[src/rtl/ram_arb_pkg.sv]
// Shared types and constants for the two-port RAM arbiter.
// Optional round-robin arbitration is enabled with RAM_ARB_RR_EN.
package ram_arb_pkg;

  typedef enum logic [1:0] {
    IDLE    = 2'd0,
    ACCESS  = 2'd1,
    RECOVER = 2'd2
  } state_e;

  localparam logic PORT_CPU = 1'b0;
  localparam logic PORT_DMA = 1'b1;

  localparam int CNT_W = 4;

endpackage

[src/rtl/ram_arb_pick.sv]
// Combinational winner select for the CPU/DMA request pair.
// RAM_ARB_RR_EN selects round-robin on ties; otherwise the CPU always wins.
module ram_arb_pick
  import ram_arb_pkg::*;
(
  input  logic cpu_req,
  input  logic dma_req,
`ifdef RAM_ARB_RR_EN
  input  logic last_grant,
`endif
  output logic any_req,
  output logic winner
);

  always_comb begin
    any_req = cpu_req | dma_req;
`ifdef RAM_ARB_RR_EN
    if (cpu_req && dma_req) begin
      winner = ~last_grant;  // the port not served last wins a tie
    end else begin
      winner = dma_req ? PORT_DMA : PORT_CPU;
    end
`else
    winner = (dma_req && !cpu_req) ? PORT_DMA : PORT_CPU;
`endif
  end

endmodule

[src/rtl/ram_arbiter.sv]
// Two-port arbiter and strobe sequencer for the shared synchronous RAM.
// Define RAM_ARB_RR_EN for round-robin arbitration instead of fixed CPU priority.
module ram_arbiter
  import ram_arb_pkg::*;
#(
  parameter int ADDR_W      = 16,
  parameter int DATA_W      = 8,
  parameter int WAIT_CYCLES = 2
) (
  input  logic              i_clk,
  input  logic              i_rst,
  input  logic              i_cpu_req,
  input  logic              i_cpu_we,
  input  logic [ADDR_W-1:0] i_cpu_addr,
  input  logic [DATA_W-1:0] i_cpu_wdata,
  output logic              o_cpu_gnt,
  output logic              o_cpu_ack,
  input  logic              i_dma_req,
  input  logic              i_dma_we,
  input  logic [ADDR_W-1:0] i_dma_addr,
  input  logic [DATA_W-1:0] i_dma_wdata,
  output logic              o_dma_gnt,
  output logic              o_dma_ack,
  output logic [DATA_W-1:0] o_rdata,
  output logic [ADDR_W-1:0] o_ram_addr,
  output logic [DATA_W-1:0] o_ram_data,
  output logic              o_ram_enable_x,
  output logic              o_ram_write_x,
  input  logic [DATA_W-1:0] i_ram_data
);

  state_e            state_q, state_d;
  logic [CNT_W-1:0]  cnt_q, cnt_d;
  logic [ADDR_W-1:0] addr_q, addr_d;
  logic [DATA_W-1:0] data_q, data_d;
  logic [DATA_W-1:0] rdata_q, rdata_d;
  logic              en_x_q, en_x_d;
  logic              wr_x_q, wr_x_d;
  logic              cpu_gnt_q, cpu_gnt_d;
  logic              dma_gnt_q, dma_gnt_d;
  logic              cpu_ack_q, cpu_ack_d;
  logic              dma_ack_q, dma_ack_d;
  logic              any_req;
  logic              winner;
`ifdef RAM_ARB_RR_EN
  logic              last_q, last_d;
`endif

  ram_arb_pick u_pick (
    .cpu_req    (i_cpu_req),
    .dma_req    (i_dma_req),
`ifdef RAM_ARB_RR_EN
    .last_grant (last_q),
`endif
    .any_req    (any_req),
    .winner     (winner)
  );

  always_comb begin
    // NOTE: every signal gets its hold value first, so no branch can infer a latch.
    state_d   = state_q;
    cnt_d     = cnt_q;
    addr_d    = addr_q;
    data_d    = data_q;
    rdata_d   = rdata_q;
    en_x_d    = en_x_q;
    wr_x_d    = wr_x_q;
    cpu_gnt_d = cpu_gnt_q;
    dma_gnt_d = dma_gnt_q;
    cpu_ack_d = 1'b0;
    dma_ack_d = 1'b0;
`ifdef RAM_ARB_RR_EN
    last_d    = last_q;
`endif
    unique case (state_q)
      IDLE: begin
        if (any_req) begin
          state_d = ACCESS;
          cnt_d   = CNT_W'(WAIT_CYCLES - 1);
          en_x_d  = 1'b0;
          if (winner == PORT_DMA) begin
            addr_d    = i_dma_addr;
            data_d    = i_dma_wdata;
            wr_x_d    = ~i_dma_we;
            dma_gnt_d = 1'b1;
          end else begin
            addr_d    = i_cpu_addr;
            data_d    = i_cpu_wdata;
            wr_x_d    = ~i_cpu_we;
            cpu_gnt_d = 1'b1;
          end
`ifdef RAM_ARB_RR_EN
          last_d = winner;
`endif
        end
      end
      ACCESS: begin
        if (cnt_q == '0) begin
          if (wr_x_q) rdata_d = i_ram_data;  // strobe high means this was a read
          en_x_d    = 1'b1;
          wr_x_d    = 1'b1;
          cpu_ack_d = cpu_gnt_q;
          dma_ack_d = dma_gnt_q;
          state_d   = RECOVER;
        end else begin
          cnt_d = cnt_q - 1'b1;
        end
      end
      RECOVER: begin
        cpu_gnt_d = 1'b0;
        dma_gnt_d = 1'b0;
        state_d   = IDLE;
      end
      default: state_d = IDLE;
    endcase
  end

  always_ff @(posedge i_clk) begin
    if (i_rst) begin
      state_q   <= IDLE;
      cnt_q     <= '0;
      addr_q    <= '0;
      data_q    <= '0;
      rdata_q   <= '0;
      en_x_q    <= 1'b1;
      wr_x_q    <= 1'b1;
      cpu_gnt_q <= 1'b0;
      dma_gnt_q <= 1'b0;
      cpu_ack_q <= 1'b0;
      dma_ack_q <= 1'b0;
    end else begin
      // NOTE: non-blocking assignments keep every flop sampling pre-edge values.
      state_q   <= state_d;
      cnt_q     <= cnt_d;
      addr_q    <= addr_d;
      data_q    <= data_d;
      rdata_q   <= rdata_d;
      en_x_q    <= en_x_d;
      wr_x_q    <= wr_x_d;
      cpu_gnt_q <= cpu_gnt_d;
      dma_gnt_q <= dma_gnt_d;
      cpu_ack_q <= cpu_ack_d;
      dma_ack_q <= dma_ack_d;
    end
  end

`ifdef RAM_ARB_RR_EN
  always_ff @(posedge i_clk) begin
    if (i_rst) last_q <= PORT_DMA;
    else       last_q <= last_d;
  end
`endif

  assign o_cpu_gnt      = cpu_gnt_q;
  assign o_cpu_ack      = cpu_ack_q;
  assign o_dma_gnt      = dma_gnt_q;
  assign o_dma_ack      = dma_ack_q;
  assign o_rdata        = rdata_q;
  assign o_ram_addr     = addr_q;
  assign o_ram_data     = data_q;
  assign o_ram_enable_x = en_x_q;
  assign o_ram_write_x  = wr_x_q;

endmodule

[config.mk]
export PLATFORM = sky130hd
export DESIGN_NAME = ram_arbiter
export DESIGN_NICKNAME = d
export VERILOG_FILES = /design/src/rtl/ram_arb_pkg.sv /design/src/rtl/ram_arb_pick.sv /design/src/rtl/ram_arbiter.sv
export SDC_FILE = /design/constraint.sdc
export NUM_CORES = 1
export LEC_CHECK = 0
export CAP_MARGIN = 20
export CORE_MARGIN = 8
export CORE_UTILIZATION = 62
export CTS_CLUSTER_SIZE = 20
export DETAILED_ROUTE_END_ITERATION = 7
export DONT_BUFFER_PORTS = 1
export GPL_TIMING_DRIVEN = 1
export PLACE_DENSITY = 0.85
export SYNTH_ARGS = -nofsm -noshare
export SYNTH_HDL_FRONTEND = slang
export SYNTH_SLANG_ARGS = --single-unit
[constraint.sdc]
create_clock -name i_clk -period 4.4 [get_ports i_clk]
set_input_delay 0.88 -clock i_clk [delete_from_list [all_inputs] [get_ports i_clk]]
set_output_delay 0.88 -clock i_clk [all_outputs]
set_load 0.005 [all_outputs]
==> flow_summary.toml, run 1 <==
[sta]
final_hold_viol_count = 0
slew_viol_final = 0
slew_headroom = 0.321
setup_viol = 0
worstMarginPinSlew_ns = 1.01
period_share = 0.435
final.setup.tns_ns = 0
layout_min_cycle_time_ns = 1.92
fin_skew_ns = 0.00786
rsz0062_at_grt = "no"
fmax_mhz = 522
layout_setup_ws_ns = 2.48

[clock_network]
clk_path_buf_depth = 2
cts_tree = "built"
cts_inserted_buffers = 5
cts_setup_buffers = 0
postCtsResizedCells = 0
cts_hold_buf = 0
clk_latency_ns = 0.35
cts_root_buf = "clkbuf_4"
clk_pin_slew_ns = 0.12
clkSinkCount = 44
htreeDepth = 2

[grt]
track_usage = 0.186
first_global_vias = 1586
busiest_layer = "met2"
met1_usage = 0.189
grt_start_max_net_pins = 54
grt-ovfl-total = 0
grt_pass1_wl_um = 7600
use_met2 = 0.293
grtUsageMet3 = 0.107
antenna_found_initial = 0

[placed_design]
dp_hpwl_um = 3500
place_ws_ns = 2.12
globalplace.congestion = 0.839
io_buffers = 0
place_inst = 256

[logic_synthesis]
ys_ff_latch = 44
netlist_area_mm2 = 0.00200
yosysUniqueCellTypes = 35
seq_area_frac_synth = 0.440
syn-num-nets = 295
synthFlopType = "dfxtp_1"
synthCells = 231
synth_top_cell_area_share = 0.440
synth_edf_count = 0
syn_area_per_cell_um2 = 8.67
ys_top_cells_by_area = "dfxtp_1, a311oi_1, nand2_1"
yosysWarnings = 0
synth_top_area_cell = "dfxtp_1"
async_flop_share = 0

[detailed_routing]
ant_nets = 0
wl_per_cell_um = 18.5
drt-vias-per-instance = 6.08
dr.pass1.iters = 4
drt_iter0_drc = 91
drt-total-wl_um = 4890
num_vias = 1604
drc = 0

[outcome]
outcome = "finished clean"

[min_path]
hold_class = "register to register"

[layout]
num_antenna_cells = 0
syn_to_final_growth_pct = 0.875
drive_above_1_share = 0.0591
nFillCells = 286
multi_input_area_um2 = 996
nets = 283
finish.utilization = 0.661
final_cells = 264
regArea_um2 = 881

[pwr]
p_int_mw = 0.639
sw_frac_of_total = 0.289
p_sw_mw = 0.260
power_frac_clock = 0.267
power.density_mw_per_mm2 = 445
cellLeakagePower_nw = 0.744
seq_power_share = 0.550
combPwrFrac = 0.183
irDropWorstVdd_mv = 0.326

[die]
rows = 20
start_util = 0.656
die_height_um = 72.8
ios = 100
die-area_mm2 = 0.00530
core_mm2 = 0.00305
dieWidth_um = 72.8

[setup_path]
start_kind = "input port"
endpoint_kind = "register"
worstPathRequired_ns = 4.65
path_max_fanout = 25
cp.arrival_ns = 2.16
crit_type = "input port to register"

[flow_run]
cap_violations = 0
-- registers in the layout, summed over array words and instances, names as in the netlist --
signal,count
cnt_q,4
o_cpu_ack,1
o_cpu_gnt,1
o_dma_ack,1
o_dma_gnt,1
o_ram_addr,16
o_ram_data,8
o_ram_enable_x,1
o_ram_write_x,1
o_rdata,8
state_q,2
-- synthesized netlist by cell type, types with 2 or more instances --
cell,n
buf_4,3
nor2b_1,4
a21oi_1,30
nor2_1,5
nand2b_1,18
clkbuf_8,2
nand2_1,51
buf_2,11
nor2_2,2
mux2i_1,8
dfxtp_1,44
nor3b_1,2
clkbuf_1,3
inv_1,2
a311oi_1,24
ha_1,2
or4_1,2
-- worst paths after layout --
path	from	endpoint	slack, ns	cells after the start
max reg2reg	state_q[0]$_SDFFE_PP0P_	o_ram_enable_x$_SDFFE_PP1P_	2.49	3
min reg2reg	o_rdata[7]$_SDFFE_PP0P_	o_rdata[7]$_SDFFE_PP0P_	0.50	2
min	o_rdata[7]$_SDFFE_PP0P_	o_rdata[7]$_SDFFE_PP0P_	0.50	2
max	i_cpu_req	o_ram_enable_x$_SDFFE_PP1P_	2.48	3
-- worst max-delay path, stage by stage --
cell and delay [ns]:
or2_1 0.63, nand2_1 0.25, a221o_1 0.40
-- logic make-up after synthesis --
logic type               Yosys count  synth area share
buffers and inverters             22            0.0637
AO/OA/AOI/OAI                     62             0.214
flip-flops                        44             0.440
multiplexers                       8            0.0400
AND/OR/NAND/NOR                   93             0.230
adder cells (fa/ha/maj)            2            0.0125
-- power groups by stage --
stage / logic [mW] / clock network, mW / registers [mW]
4_1_cts: 0.166 / 0.246 / 0.496
3_5_place_dp: 0.166 / 0 / 0.505
6_report: 0.165 / 0.240 / 0.494
3_3_place_gp: 0.161 / 0 / 0.504
5_1_grt: 0.188 / 0.265 / 0.502
2_1_floorplan: 0.154 / 0 / 0.489
-- area by class of cell --
cell class / count / area share
Clock inverter: 2 / 0.0173
Multi-Input combinational cell: 165 / 0.493
Inverter: 3 / 0.00558
Sequential cell: 44 / 0.436
Tap cell: 44 / 0.0273
Clock buffer: 6 / 0.0204
-- routing by layer --
layer,share of wire,routed length [um]
met1,0.39,1890
met5,0,0
met4,0.019,92
met2,0.49,2400
met3,0.10,511
-- metrics by stage --
stage	instance area, um^2	hold slack (ns)	total power [mW]
floorplan	2000	0.464	0.643
global placement	1940	0.481	0.665
detailed placement	1940	0.489	0.671
CTS	2020	0.506	0.908
global route	2020	0.534	0.955
finish	2020	0.499	0.898
-- layout by cell type (no fill, tap or decap), types with 2 or more instances in the layout --
| cell | n |
|---|---|
| nor2_2 | 2 |
| nand2_1 | 51 |
| dfxtp_1 | 44 |
| nor2_1 | 5 |
| nand2b_1 | 18 |
| clkbuf_4 | 5 |
| or4_1 | 2 |
| nor3b_1 | 2 |
| ha_1 | 2 |
| a311oi_1 | 24 |
| inv_1 | 2 |
| mux2i_1 | 8 |
| nor2b_1 | 3 |
| a21oi_1 | 30 |
No activity file was read; power rests on OpenSTA's default activity.
==> run 2, diff against run 1 <==
--- a/config.mk
+++ b/config.mk
@@ -7,12 +7,12 @@
 export LEC_CHECK = 0
 export CAP_MARGIN = 20
 export CORE_MARGIN = 8
-export CORE_UTILIZATION = 62
+export CORE_UTILIZATION = 56
 export CTS_CLUSTER_SIZE = 20
 export DETAILED_ROUTE_END_ITERATION = 7
 export DONT_BUFFER_PORTS = 1
 export GPL_TIMING_DRIVEN = 1
-export PLACE_DENSITY = 0.85
+export PLACE_DENSITY = 0.81
 export SYNTH_ARGS = -nofsm -noshare
 export SYNTH_HDL_FRONTEND = slang
 export SYNTH_SLANG_ARGS = --single-unit
==> constraint.sdc (replaced) <==
create_clock -name i_clk -period 1.7 [get_ports i_clk]
set_input_delay 0.34 -clock i_clk [delete_from_list [all_inputs] [get_ports i_clk]]
set_output_delay 0.34 -clock i_clk [all_outputs]
set_load 0.005 [all_outputs]
==> run 2 against run 1 <==
Combinational power grew to 2.9 times the previous value. Routed wire length is 8.3% higher. Via count is 2.3% higher. Sequential power grew to 2.6 times the previous value. Largest power group unchanged. Die area is 8.3% higher. Total power grew to 2.8 times the previous value. Register-to-register slack worse by 2.4 ns. Critical path depth is 3 higher. Cell area is 5.5% higher. First-iteration DRC count is 23% higher. Worst hold slack worse by 0.45 ns.
==> flow_summary.toml, run 2 (synthesis results as in run 1) <==
[placed_design]
globalplace.congestion = 0.829
postPlaceCellArea_mm2 = 0.00203
place_inst = 269
dp_hpwl_um = 3910
io_buffers = 0
place_ws_ns = 0.134

[sta]
slew_viol_final = 0
layout_min_cycle_time_ns = 1.57
layout_setup_ws_ns = 0.131
worstMarginPinSlew_ns = 0.266
fin_skew_ns = 0.00849
rsz0062_at_grt = "no"
final.setup.tns_ns = 0
fmax_mhz = 637
slew_headroom = 0.823
final_hold_viol_count = 0
holdWs_ns = 0.0473
setup_viol = 0
period_share = 0.923

[layout]
nets = 294
final_cell_mix = "nand2_1, dfxtp_1, a21oi_1"
final_cells = 277
syn_to_final_growth_pct = 6.37
num_antenna_cells = 0
final_common_cell = "nand2_1"
largest_register_ffs = 16
drive_above_1_share = 0.108
stdcell_area_mm2 = 0.00213

[die]
die-area_mm2 = 0.00574
ios = 100
dieWidth_um = 75.8
core_mm2 = 0.00339
rows = 21
die_height_um = 75.8
start_util = 0.591

[outcome]
outcome = "finished clean"

[detailed_routing]
drc = 0
drt-total-wl_um = 5300
wl_per_cell_um = 19.1
ant_nets = 0
drt_iter0_drc = 112
num_vias = 1641
drt-vias-per-instance = 5.92
dr.pass1.iters = 4

[clock_network]
cts_tree = "built"
clkSinkCount = 44
htreeDepth = 2
clk_path_buf_depth = 2
cts_root_buf = "clkbuf_4"
clk_latency_ns = 0.35
cts_inserted_buffers = 5
cts_hold_buf = 0
clk_pin_slew_ns = 0.12

[min_path]
hold_class = "input port to register"
min_path_cells = 1

[setup_path]
cpMaxStageDelayCell = "dfxtp_1"
worstPathRequired_ns = 1.98
path_max_fanout = 8
r2r_cells = 6
path_cells = "inv_1 > ha_1 > nor3b_4 > and3_1 > buf_4 > mux2i_1"
start_kind = "register"
worst_path_largest_cell_delay_ns = 0.34
cp.arrival_ns = 1.84
crit_type = "register to register"
endpoint_kind = "register"

[grt]
grt_pass1_wl_um = 7960
antenna_found_initial = 0
first_global_vias = 1647
grt_start_max_net_pins = 54
track_usage = 0.181
grt-ovfl-total = 0

[pwr]
cellLeakagePower_nw = 0.808
power.density_mw_per_mm2 = 1170
irDropWorstVdd_mv = 0.673

[flow_run]
cap_violations = 0
==> run 2: cell types whose count changed in the layout (fill, tap and decap cells not counted), sizes merged <==
cell,before,now
buf,0,11
clkinv,1,0
clkbuf,6,7
==> run 2: layout make-up <==
| cell class | count | area, um^2 |
|---|---|---|
| multi-input combinational | 165 | 1000 |
| inverter | 3 | 11.3 |
| clock inverter | 1 | 30.0 |
| timing repair buffer | 11 | 82.6 |
| fill | 300 | 1260 |
| clock buffer | 7 | 65.1 |
| sequential | 44 | 881 |
| tap | 46 | 57.6 |
==> run 2: critical path: cells and delay by family (launching register included) <==
family / cells / cell delay (ns)
simple gates: 2 / 0.47
mux: 1 / 0.22
buf+inv: 2 / 0.28
flops: 1 / 0.34
fa+ha+maj: 1 / 0.19
==> run 2: what timing repair did <==
item | CTS | global route
endpoints found under the setup margin | 0 | 5
gates resized for setup | 0 | 1
buffers inserted | 0 | 0
==> run 2: per-stage QoR <==
| step | total power, mW | util |
|---|---|---|
| detailed placement | 1.79 | 0.598 |
| floorplan | 1.66 | - |
| finish | 2.49 | 0.628 |
| global placement | 1.77 | 0.598 |
| global route | 2.62 | 0.628 |
| CTS | 2.49 | 0.626 |
==> run 2: power by group <==
group          internal [mW]  switching (mW)  leakage (nW)
logic                  0.223           0.263         0.393
registers               1.16           0.119         0.363
clock network          0.391           0.327        0.0515
==> run 2: final timing paths <==
path / start / endpoint / slack (ns)
worst min-delay path: i_rst / cnt_q[3]$_SDFFE_PP0P_ / 0.05
worst max register to register: cnt_q[0]$_SDFFE_PP0P_ / o_rdata[0]$_SDFFE_PP0P_ / 0.13
worst min register to register: o_rdata[4]$_SDFFE_PP0P_ / o_rdata[4]$_SDFFE_PP0P_ / 0.51
worst max-delay path: cnt_q[0]$_SDFFE_PP0P_ / o_rdata[0]$_SDFFE_PP0P_ / 0.13
==> run 2: metal layers <==
metal | up-vias | GRT usage | share of wire | routed length [um]
li1 | 814 | - | - | -
met1 | 753 | 0.209 | 0.42 | 2210
met2 | 72 | 0.287 | 0.48 | 2540
met3 | 2 | 0.0934 | 0.10 | 529
met4 | 0 | 0.0426 | 0.0036 | 19
met5 | - | 0 | 0 | 0
